File: config.mk
export PLATFORM = sky130hd
export DESIGN_NAME = csr_file
export DESIGN_NICKNAME = d
export VERILOG_FILES = /design/src/rtl/csr_file.sv
export SDC_FILE = /design/constraint.sdc
export NUM_CORES = 1
export LEC_CHECK = 0
export CAP_MARGIN = 40
export CORE_UTILIZATION = 30
export CTS_CLUSTER_SIZE = 12
export DETAILED_ROUTE_END_ITERATION = 10
export HOLD_SLACK_MARGIN = 0.15
export SLEW_MARGIN = 30
export SYNTH_ARGS = -nofsm -noshare
export SYNTH_HDL_FRONTEND = slang
export SYNTH_SLANG_ARGS = --single-unit
File: constraint.sdc
create_clock -name clk -period 4.6 [get_ports clk]
set_input_delay 0.69 -clock clk [delete_from_list [all_inputs] [get_ports clk]]
set_output_delay 0.69 -clock clk [all_outputs]
set_load 0.05 [all_outputs]
File: src/rtl/csr_file.sv
// -----------------------------------------------------------------------------
// csr_file -- machine-mode CSR register file for the RV32I core.
//
// Responds to the decoder's CSR controls (read/write enable, write op, source
// select). Holds mstatus (MIE/MPIE), mie, mtvec, mscratch, mepc, mcause, mtval,
// and the 64-bit mcycle/minstret counters. It performs CSRRW/CSRRS/CSRRC
// read-modify-write, captures trap state and handles MRET.
//
// Ports:
//   clk, rst_n            core clock, asynchronous active-low reset
//   csr_read_in           decoded CSR read request
//   csr_write_in          decoded CSR write request
//   csr_write_op_in[1:0]  0=RW, 1=RS, 2=RC, 3=reserved (illegal)
//   csr_src_in            0=rs1_data_in, 1=zero-extended zimm_in
//   csr_addr_in[11:0]     CSR address
//   rs1_data_in[31:0]     rs1 operand
//   zimm_in[4:0]          immediate operand
//   retire_in             one instruction retired this cycle
//   trap_in               take trap this cycle (pc/cause/val alongside)
//   mret_in               MRET executing
//   irq_ext/timer/sw_in   level interrupt lines, visible through mip
//   rdata_out             combinational read data (0 when not reading/illegal)
//   illegal_out           access is illegal
//   trap_vector_out       mtvec
//   epc_out               mepc
//   irq_pending_out       globally enabled interrupt is pending
// -----------------------------------------------------------------------------
module csr_file #(
  parameter logic [31:0] TRAP_VEC_RESET = 32'h0000_0000,
  parameter logic [31:0] HART_ID        = 32'h0
) (
  input  logic        clk,
  input  logic        rst_n,
  input  logic        csr_read_in,
  input  logic        csr_write_in,
  input  logic [1:0]  csr_write_op_in,
  input  logic        csr_src_in,
  input  logic [11:0] csr_addr_in,
  input  logic [31:0] rs1_data_in,
  input  logic [4:0]  zimm_in,
  input  logic        retire_in,
  input  logic        trap_in,
  input  logic [31:0] trap_pc_in,
  input  logic [31:0] trap_cause_in,
  input  logic [31:0] trap_val_in,
  input  logic        mret_in,
  input  logic        irq_ext_in,
  input  logic        irq_timer_in,
  input  logic        irq_sw_in,
  output logic [31:0] rdata_out,
  output logic        illegal_out,
  output logic [31:0] trap_vector_out,
  output logic [31:0] epc_out,
  output logic        irq_pending_out
);

  typedef enum logic [1:0] {
    OP_RW   = 2'd0,
    OP_RS   = 2'd1,
    OP_RC   = 2'd2,
    OP_RSVD = 2'd3
  } csr_op_e;

  localparam logic [11:0] A_MSTATUS   = 12'h300;
  localparam logic [11:0] A_MISA      = 12'h301;
  localparam logic [11:0] A_MIE       = 12'h304;
  localparam logic [11:0] A_MTVEC     = 12'h305;
  localparam logic [11:0] A_MSCRATCH  = 12'h340;
  localparam logic [11:0] A_MEPC      = 12'h341;
  localparam logic [11:0] A_MCAUSE    = 12'h342;
  localparam logic [11:0] A_MTVAL     = 12'h343;
  localparam logic [11:0] A_MIP       = 12'h344;
  localparam logic [11:0] A_MCYCLE    = 12'hB00;
  localparam logic [11:0] A_MINSTRET  = 12'hB02;
  localparam logic [11:0] A_MCYCLEH   = 12'hB80;
  localparam logic [11:0] A_MINSTRETH = 12'hB82;
  localparam logic [11:0] A_CYCLE     = 12'hC00;
  localparam logic [11:0] A_INSTRET   = 12'hC02;
  localparam logic [11:0] A_CYCLEH    = 12'hC80;
  localparam logic [11:0] A_INSTRETH  = 12'hC82;
  localparam logic [11:0] A_MHARTID   = 12'hF14;

  localparam logic [31:0] MISA_VAL  = 32'h4000_0100;
  localparam logic [31:0] MIE_MASK  = 32'h0000_0888;
  localparam logic [31:0] ALIGN4    = 32'hFFFF_FFFC;

  // State
  logic        mstatus_mie_q, mstatus_mie_d;
  logic        mstatus_mpie_q, mstatus_mpie_d;
  logic [31:0] mie_q, mie_d;
  logic [31:0] mtvec_q, mtvec_d;
  logic [31:0] mscratch_q, mscratch_d;
  logic [31:0] mepc_q, mepc_d;
  logic [31:0] mcause_q, mcause_d;
  logic [31:0] mtval_q, mtval_d;
  logic [63:0] mcycle_q, mcycle_d;
  logic [63:0] minstret_q, minstret_d;

  // Combinational views
  logic [31:0] mstatus_val;
  logic [31:0] mip_val;
  logic [31:0] csr_old;
  logic        addr_mapped;
  logic [31:0] src_val;
  logic [31:0] wdata;
  logic        csr_we;
  csr_op_e     op;

  assign op = csr_op_e'(csr_write_op_in);

  // MPP is hard-wired to machine mode.
  assign mstatus_val = {19'b0, 2'b11, 3'b0, mstatus_mpie_q, 3'b0, mstatus_mie_q, 3'b0};
  assign mip_val     = {20'b0, irq_ext_in, 3'b0, irq_timer_in, 3'b0, irq_sw_in, 3'b0};

  // Address decode: current value of the addressed CSR plus a hit flag.
  always_comb begin
    // NOTE: every always_comb output gets a default first so no path leaves it
    // unassigned, which would otherwise infer a latch.
    csr_old     = '0;
    addr_mapped = 1'b1;
    case (csr_addr_in)
      A_MSTATUS:              csr_old = mstatus_val;
      A_MISA:                 csr_old = MISA_VAL;
      A_MIE:                  csr_old = mie_q;
      A_MTVEC:                csr_old = mtvec_q;
      A_MSCRATCH:             csr_old = mscratch_q;
      A_MEPC:                 csr_old = mepc_q;
      A_MCAUSE:               csr_old = mcause_q;
      A_MTVAL:                csr_old = mtval_q;
      A_MIP:                  csr_old = mip_val;
      A_MCYCLE,   A_CYCLE:    csr_old = mcycle_q[31:0];
      A_MCYCLEH,  A_CYCLEH:   csr_old = mcycle_q[63:32];
      A_MINSTRET, A_INSTRET:  csr_old = minstret_q[31:0];
      A_MINSTRETH, A_INSTRETH: csr_old = minstret_q[63:32];
      A_MHARTID:              csr_old = HART_ID;
      default:                addr_mapped = 1'b0;
    endcase
  end

  // Addresses with [11:10]==2'b11 are read-only by encoding.
  assign illegal_out = (csr_read_in | csr_write_in) &
                       (~addr_mapped |
                        (csr_write_in & (csr_addr_in[11:10] == 2'b11)) |
                        (csr_write_in & (op == OP_RSVD)));

  assign rdata_out = (csr_read_in & ~illegal_out) ? csr_old : 32'h0;

  assign src_val = csr_src_in ? {27'b0, zimm_in} : rs1_data_in;

  always_comb begin
    wdata = src_val;
    case (op)
      OP_RS:   wdata = csr_old | src_val;
      OP_RC:   wdata = csr_old & ~src_val;
      default: wdata = src_val;
    endcase
  end

  // Trap and MRET both pre-empt a CSR write issued in the same cycle.
  assign csr_we = csr_write_in & ~illegal_out & ~trap_in & ~mret_in;

  // Next-state logic
  always_comb begin
    mstatus_mie_d  = mstatus_mie_q;
    mstatus_mpie_d = mstatus_mpie_q;
    mie_d          = mie_q;
    mtvec_d        = mtvec_q;
    mscratch_d     = mscratch_q;
    mepc_d         = mepc_q;
    mcause_d       = mcause_q;
    mtval_d        = mtval_q;
    mcycle_d       = mcycle_q + 64'd1;
    minstret_d     = retire_in ? (minstret_q + 64'd1) : minstret_q;

    if (trap_in) begin
      mepc_d         = trap_pc_in & ALIGN4;
      mcause_d       = trap_cause_in;
      mtval_d        = trap_val_in;
      mstatus_mpie_d = mstatus_mie_q;
      mstatus_mie_d  = 1'b0;
    end else if (mret_in) begin
      mstatus_mie_d  = mstatus_mpie_q;
      mstatus_mpie_d = 1'b1;
    end else if (csr_we) begin
      // A write to either counter half replaces that half and suppresses the
      // increment of that counter for this cycle.
      case (csr_addr_in)
        A_MSTATUS: begin
          mstatus_mie_d  = wdata[3];
          mstatus_mpie_d = wdata[7];
        end
        A_MIE:       mie_d      = wdata & MIE_MASK;
        A_MTVEC:     mtvec_d    = wdata & ALIGN4;
        A_MSCRATCH:  mscratch_d = wdata;
        A_MEPC:      mepc_d     = wdata & ALIGN4;
        A_MCAUSE:    mcause_d   = wdata;
        A_MTVAL:     mtval_d    = wdata;
        A_MCYCLE:    mcycle_d   = {mcycle_q[63:32], wdata};
        A_MCYCLEH:   mcycle_d   = {wdata, mcycle_q[31:0]};
        A_MINSTRET:  minstret_d = {minstret_q[63:32], wdata};
        A_MINSTRETH: minstret_d = {wdata, minstret_q[31:0]};
        default: ; // misa, mip: writes accepted and ignored
      endcase
    end
  end

  always_ff @(posedge clk or negedge rst_n) begin
    if (!rst_n) begin
      mstatus_mie_q  <= 1'b0;
      mstatus_mpie_q <= 1'b0;
      mie_q          <= '0;
      mtvec_q        <= TRAP_VEC_RESET & ALIGN4;
      mscratch_q     <= '0;
      mepc_q         <= '0;
      mcause_q       <= '0;
      mtval_q        <= '0;
      mcycle_q       <= '0;
      minstret_q     <= '0;
    end else begin
      // NOTE: sequential state uses non-blocking assignments so every register
      // samples its pre-edge inputs regardless of statement order.
      mstatus_mie_q  <= mstatus_mie_d;
      mstatus_mpie_q <= mstatus_mpie_d;
      mie_q          <= mie_d;
      mtvec_q        <= mtvec_d;
      mscratch_q     <= mscratch_d;
      mepc_q         <= mepc_d;
      mcause_q       <= mcause_d;
      mtval_q        <= mtval_d;
      mcycle_q       <= mcycle_d;
      minstret_q     <= minstret_d;
    end
  end

  assign trap_vector_out = mtvec_q;
  assign epc_out         = mepc_q;
  assign irq_pending_out = mstatus_mie_q & (|(mie_q & mip_val));

endmodule

==> results of run 1 <==
[sequential cells by signal, summed over array words and instances (netlist names)]
register         flops
trap_vector_out     30
mtval_q             32
mscratch_q          32
mcycle_q            64
mstatus_mpie_q       1
mie_q                3
mcause_q            32
mstatus_mie_q        1
epc_out             30
minstret_q          64
[critical path, cell delays in order]
cell	delay [ns]
clkdlybuf4s50_1	0.72
or4b_4	0.74
a211oi_4	0.65
buf_4	0.24
a22oi_1	0.09
a21oi_1	0.46
buf_12	0.20
[placed cells by master, fill, tap and decap left out, drive strengths merged, types with 10 or more instances in the layout]
master         instances
o22ai                 31
nor4                  17
nor2                 123
nor3b                 89
nand2                203
o211ai                25
a21oi                227
nand3                 60
and2                  11
o21ai                260
clkdlybuf4s50        211
nor2b                 19
buf                  146
dfrtp                289
a211oi                22
and4                  18
mux2i                 50
a22oi                 40
clkbuf                54
nor3                  31
and3                  46
nand4                 40
xnor2                 20
o221ai                16
a31oi                 23
or3                   10
a21bo                 16
a221oi                17
inv                   19
mux4                  16
mux2                  21
[power groups by stage]
| stage | logic (mW) | registers, mW | clock network, mW |
|---|---|---|---|
| global route | 1.05 | 2.79 | 2.77 |
| finish | 1.00 | 2.78 | 2.66 |
| detailed placement | 0.983 | 2.82 | 0 |
| floorplan | 0.431 | 2.85 | 0 |
| global placement | 0.963 | 2.81 | 0 |
| CTS | 0.985 | 2.77 | 2.68 |
[layer usage]
metal / vias to the layer above / wire [um]
li1: 8362 / -
met1: 9571 / 36600
met2: 1131 / 36900
met3: 179 / 8990
met4: 2 / 2890
met5: - / 19
[cell families after synthesis]
group	after synthesis	share of synthesized area [%]
flip-flops	289	39.6
AND/OR/NAND/NOR	717	21.6
XOR/XNOR	27	1.29
buffers and inverters	184	4.60
adder cells (fa/ha/maj)	5	0.343
other	1	0.0205
AO/OA/AOI/OAI	776	26.5
multiplexers	87	6.01
[per-stage QoR]
stage,setup TNS [ns],setup WS (ns)
after global routing,0,0.0341
after detailed placement,0,0.232
final,0,0.0980
after CTS,0,0.206
after floorplan,0,0.899
after global placement,-0.0807,-0.0266
[final cells by class]
cell class              instances  area, um^2
fillers                      5943       36900
multi-input cells            1616       10200
flip-flops and latches        289        7230
repair buffers                359        3770
clock buffers                  53         983
well taps                     782         978
inverters                      17        63.8
clock inverters                 8        58.8
[worst paths after layout]
| check | from | endpoint |
|---|---|---|
| min in group asynchronous | rst_n | mtval_q[27] |
| max in group asynchronous | rst_n | mscratch_q[10] |
| min | mscratch_q[28] | mscratch_q[28] |
| max reg2reg | mcycle_q[0] | mcycle_q[55] |
| min reg2reg | mscratch_q[28] | mscratch_q[28] |
| max | csr_addr_in[5] | rdata_out[28] |
==> impl_metrics.yaml, run 1 <==
status:
  status: "finished, final reports clean"
detailed_routing:
  ant_nets: 0
  drt_iter0_drc: 2579
  vias: 19200
  first_pass_iters: 6
  wire_per_inst_um: 27.3
  drt-vias-per-instance: 6.16
  post-route-drc-count: 0
  drt_wl_total_um: 85400
grt:
  grt_util_met2_pct: 40.2
  grt_usage_pct: 27.0
  grt-ovfl-total: 0
  busiest_layer: "met2"
  grt_pass1_vias: 18200
  grt.met3_usage_pct: 6.37
  grt_util_met1_pct: 38.3
  grt_max_degree: 118
  antenna_found_initial: 2
  grt_pass1_wl_um: 126000
pwr:
  p_int_mw: 4.54
  power_leakage_nw: 8.88
  switchingPower_mw: 1.90
  pwr-share-clk_pct: 41.3
  seq_power_share_pct: 43.2
  ir_drop_v: 0.000198
  p_per_area_nw_per_um2: 276
  finalPower_mw: 6.43
  comb_power_share_pct: 15.5
  swShare_pct: 29.5
setup_path:
  critPathArrivalTime_ns: 3.81
  worst-r2r-setup-slack_ns: 1.53
  required_ns: 3.91
  start_kind: "input port"
  criticalPathCategory: "in -> out"
  endpoint_kind: "primary output"
  crit_fanout: 11
  r2r_cells: 8
floorplan:
  io_pins: 256
  num_rows: 90
  start_util_pct: 30.3
  die_height_um: 249
  core_area_um2: 60200
  die_x_um: 249
  dieArea_um2: 61900
synth:
  synth-seq-area-share_pct: 39.6
  ys_top_cells_by_area: "dfrtp_1 (40%), a21oi_1 (6.2%), o21ai_0 (5.5%)"
  yosysTopAreaCellShare_pct: 39.6
  syn_avg_cell_area_um2: 8.75
  yosysMostFrequentCell: "dfrtp_1"
  ys_async_sr_fraction_pct: 100
  syn_inst: 2086
  synth_common_cells: "dfrtp_1 (289), a21oi_1 (225), nand2_1 (203), o21ai_0 (200), nor2_1 (120)"
  yosys_warnings: 0
  yosysTopAreaCell: "dfrtp_1"
  yosys_register_bits: 289
  synth_flop_cell: "dfrtp_1"
  netlist_area_um2: 18300
  ys_types: 95
  synth-edff-count: 0
timing:
  slew_viol_final: 0
  rsz0062_at_grt: "no"
  holdWs_ns: 0.481
  finalClockSkew_ns: 0.0133
  setup_viol: 0
  fmax_mhz: 222
  relSlewSlack_pct: 35.0
  timing.final.crit_period_ns: 4.50
  worst_slew_pin_slew_ns: 0.975
  final_hold_viol_count: 0
  fin_crit_sh_pct: 97.9
clock_network:
  clock_latency_ns: 0.56
  post-cts-setup-buffer-count: 0
  clk_pin_slew_ns: 0.06
  htree_levels: 2
  cts_tree: "built"
  cts-buffers-inserted: 34
  cts-root-buf: "clkbuf_16"
  ctsResizeCount: 0
  cts_max_path_buffers: 3
  hold_buffers: 0
  cts_sinks: 289
worst_hold_path:
  min_path_type: "reg -> reg"
  hold_path_depth: 2
placed_design:
  place_area_um2: 22200
  placed_cells: 3060
  port_buffers: 249
  dp_hpwl_um: 63100
  gp_congestion: 1.05
layout:
  area_growth_syn_to_layout_pct: 27.7
  fin_util_pct: 38.7
  final_layout_size_suffix_gt1_share_pct: 12.1
  fin_area_um2: 23300
  fin_cells: 3124
  insertedDiodeCount: 0
  final_nets: 2480
job:
  maxCapViolations: 0
Power figures use the tool's default switching activity.
==> run 2: changes to the inputs <==
--- a/config.mk
+++ b/config.mk
@@ -5,6 +5,7 @@
 export SDC_FILE = /design/constraint.sdc
 export NUM_CORES = 1
 export LEC_CHECK = 0
+export ABC_AREA = 0
 export CAP_MARGIN = 40
 export CORE_UTILIZATION = 30
 export CTS_CLUSTER_SIZE = 12
==> results of run 2 <==
The final DEF is identical to that of run 1; final timing and power are the same.
==> run 3: changes to the inputs <==
--- a/config.mk
+++ b/config.mk
@@ -8,6 +8,7 @@
 export ABC_AREA = 0
 export CAP_MARGIN = 40
 export CORE_UTILIZATION = 30
+export CTS_CLUSTER_DIAMETER = 30
 export CTS_CLUSTER_SIZE = 12
 export DETAILED_ROUTE_END_ITERATION = 10
 export HOLD_SLACK_MARGIN = 0.15
==> run 3 against run 2 <==
  * Utilization grew 2.6 points
  * Clock power grew 100%
  * Final cell count grew 2.4%
  * Global-route usage grew 0.35 points
  * Wire length grew 1.0%
  * Sequential share of layout area shrank 2.0 points
  * First-iteration DRC count shrank 7.0%
  * Maximum frequency grew 0.50%
  * Critical path depth is the same
  * Die area is the same
  * Register-to-register slack lost 0.04 ns
  * Largest cell class unchanged
==> impl_metrics.yaml, run 3 (synthesized netlist as in run 1, its figures left out) <==
timing:
  relSlewSlack_pct: 33.5
  rsz0062_at_grt: "no"
  setup_viol: 0
  worst_slack_ns: 0.120
  worst_slew_pin_slew_ns: 0.997
  timing.final.crit_period_ns: 4.48
  slew_viol_final: 0
  setup-tns-final_ns: 0
  finalClockSkew_ns: 0.0237
  fin_crit_sh_pct: 97.4
  fmax_mhz: 223
  final_hold_viol_count: 0
layout:
  fill_cells: 5796
  final_common_cell: "dfrtp_1"
  final_layout_size_suffix_gt1_share_pct: 14.9
  most-common-layout-cells: "dfrtp_1 (289), a21oi_1 (225), clkdlybuf4s50_1 (211)"
  fin_area_um2: 24900
  area_growth_syn_to_layout_pct: 36.3
  insertedDiodeCount: 0
  fin_util_pct: 41.3
  final_nets: 2522
  top_regs: "mcycle_q x64, minstret_q x64"
pwr:
  finalPower_mw: 9.18
  pwr-share-clk_pct: 58.7
  p_int_mw: 6.73
  p_per_area_nw_per_um2: 369
  swShare_pct: 26.7
  seq_power_share_pct: 30.3
  switchingPower_mw: 2.45
  power_leakage_nw: 9.62
  ir_drop_v: 0.000255
  comb_power_share_pct: 10.9
detailed_routing:
  post-route-drc-count: 0
  ant_nets: 0
  vias: 19500
  first_pass_iters: 6
  drt_iter0_drc: 2399
  drt_wl_total_um: 86300
  wire_per_inst_um: 27.0
  drt-vias-per-instance: 6.08
worst_hold_path:
  hold-path-endpoint: "mscratch_q[21]"
  min_path_type: "reg -> reg"
  hold_path_depth: 2
  hold_start: "mscratch_q[21]"
clock_network:
  cts_tree: "built"
  cts_max_path_buffers: 3
  clk_pin_slew_ns: 0.04
  cts-root-buf: "clkbuf_16"
  post-cts-setup-buffer-count: 0
  cts-buffers-inserted: 75
  cts_sinks: 289
  clock_latency_ns: 0.61
  htree_levels: 3
setup_path:
  required_ns: 3.91
  r2r_cells: 8
  worst-r2r-setup-slack_ns: 1.49
  critPathArrivalTime_ns: 3.79
  criticalPathCategory: "in -> out"
  r2r-start: "mcycle_q[2]"
  start_kind: "input port"
  crit_fanout: 11
  endpoint_kind: "primary output"
  r2r_end: "mcycle_q[55]"
placed_design:
  gp_congestion: 1.05
  port_buffers: 249
  post-place-ws_ns: 0.232
  dp_hpwl_um: 63100
  place_area_um2: 22200
floorplan:
  num_rows: 90
  core_area_um2: 60200
  start_util_pct: 30.3
  dieArea_um2: 61900
  io_pins: 256
  die_height_um: 249
  die_x_um: 249
grt:
  grt_max_degree: 118
  grt_pass1_wl_um: 127000
  grt_usage_pct: 27.4
  grt-ovfl-total: 0
  antenna_found_initial: 2
  grt_pass1_vias: 18700
status:
  status: "finished, final reports clean"
job:
  maxCapViolations: 0
-- run 3: cell types whose count changed in the layout (fill, tap and decap cells not counted) --
cell	before	now
bufinv_16	0	8
clkbuf_1	14	13
clkbuf_16	35	77
clkbuf_2	0	1
clkbuf_8	4	9
clkinv_16	0	2
clkinv_2	6	10
clkinv_4	0	2
clkinv_8	0	2
clkinvlp_4	0	6
inv_6	1	2
inv_8	0	2
-- run 3: worst max-delay path: stages --
cell and delay [ns]:
clkdlybuf4s50_1 0.72, or4b_4 0.74, a211oi_4 0.64, buf_4 0.24, a22oi_1 0.10, a21oi_1 0.45
buf_12 0.20
-- run 3: how the worst max path moves through the flow --
stage                          end  slack (ns)       startpoint  cells after the start
floorplan             rdata_out[2]        0.90   csr_addr_in[0]                      9
CTS                  rdata_out[28]        0.21   csr_addr_in[2]                      9
global placement    minstret_q[20]       -0.03  csr_addr_in[10]                      9
detailed placement   rdata_out[28]        0.23   csr_addr_in[2]                      9
finish               rdata_out[28]        0.12   csr_addr_in[5]                      7
global route         rdata_out[28]        0.03   csr_addr_in[2]                      9
-- run 3: area by class of cell --
| type | count | area, um^2 | area share, % |
|---|---|---|---|
| Timing Repair Buffer | 360 | 3770 | 15.2 |
| Sequential cell | 289 | 7230 | 29.1 |
| Clock buffer | 99 | 2100 | 8.44 |
| Inverter | 17 | 63.8 | 0.256 |
| Tap cell | 782 | 978 | 3.93 |
| Multi-Input combinational cell | 1616 | 10200 | 41.1 |
| Clock inverter | 35 | 505 | 2.03 |
-- run 3: per-stage QoR --
stage	hold WS (ns)	std cells
3_5_place_dp	0.470	3060
6_report	0.478	3198
2_1_floorplan	0.394	2089
5_1_grt	0.503	3198
3_3_place_gp	0.458	3053
4_1_cts	0.203	3194
-- run 3: layer usage --
layer	global-route usage (%)	wire, um
met3	7.38	9310
met1	38.2	36700
met4	9.30	2940
met2	40.7	37400
met5	0	19
-- run 3: timing repair --
item                                   4_1_cts  5_1_grt
resized for setup                            0        0
endpoints found under the hold margin        0       30
hold buffers                                 0        1
-- run 3: power by group through the flow --
stage	Clock (mW)	Combinational [mW]	Sequential (mW)
floorplan	0	0.431	2.85
global placement	0	0.963	2.81
detailed placement	0	0.983	2.82
CTS	5.41	0.987	2.78
global route	5.57	1.06	2.80
finish	5.39	1.00	2.79
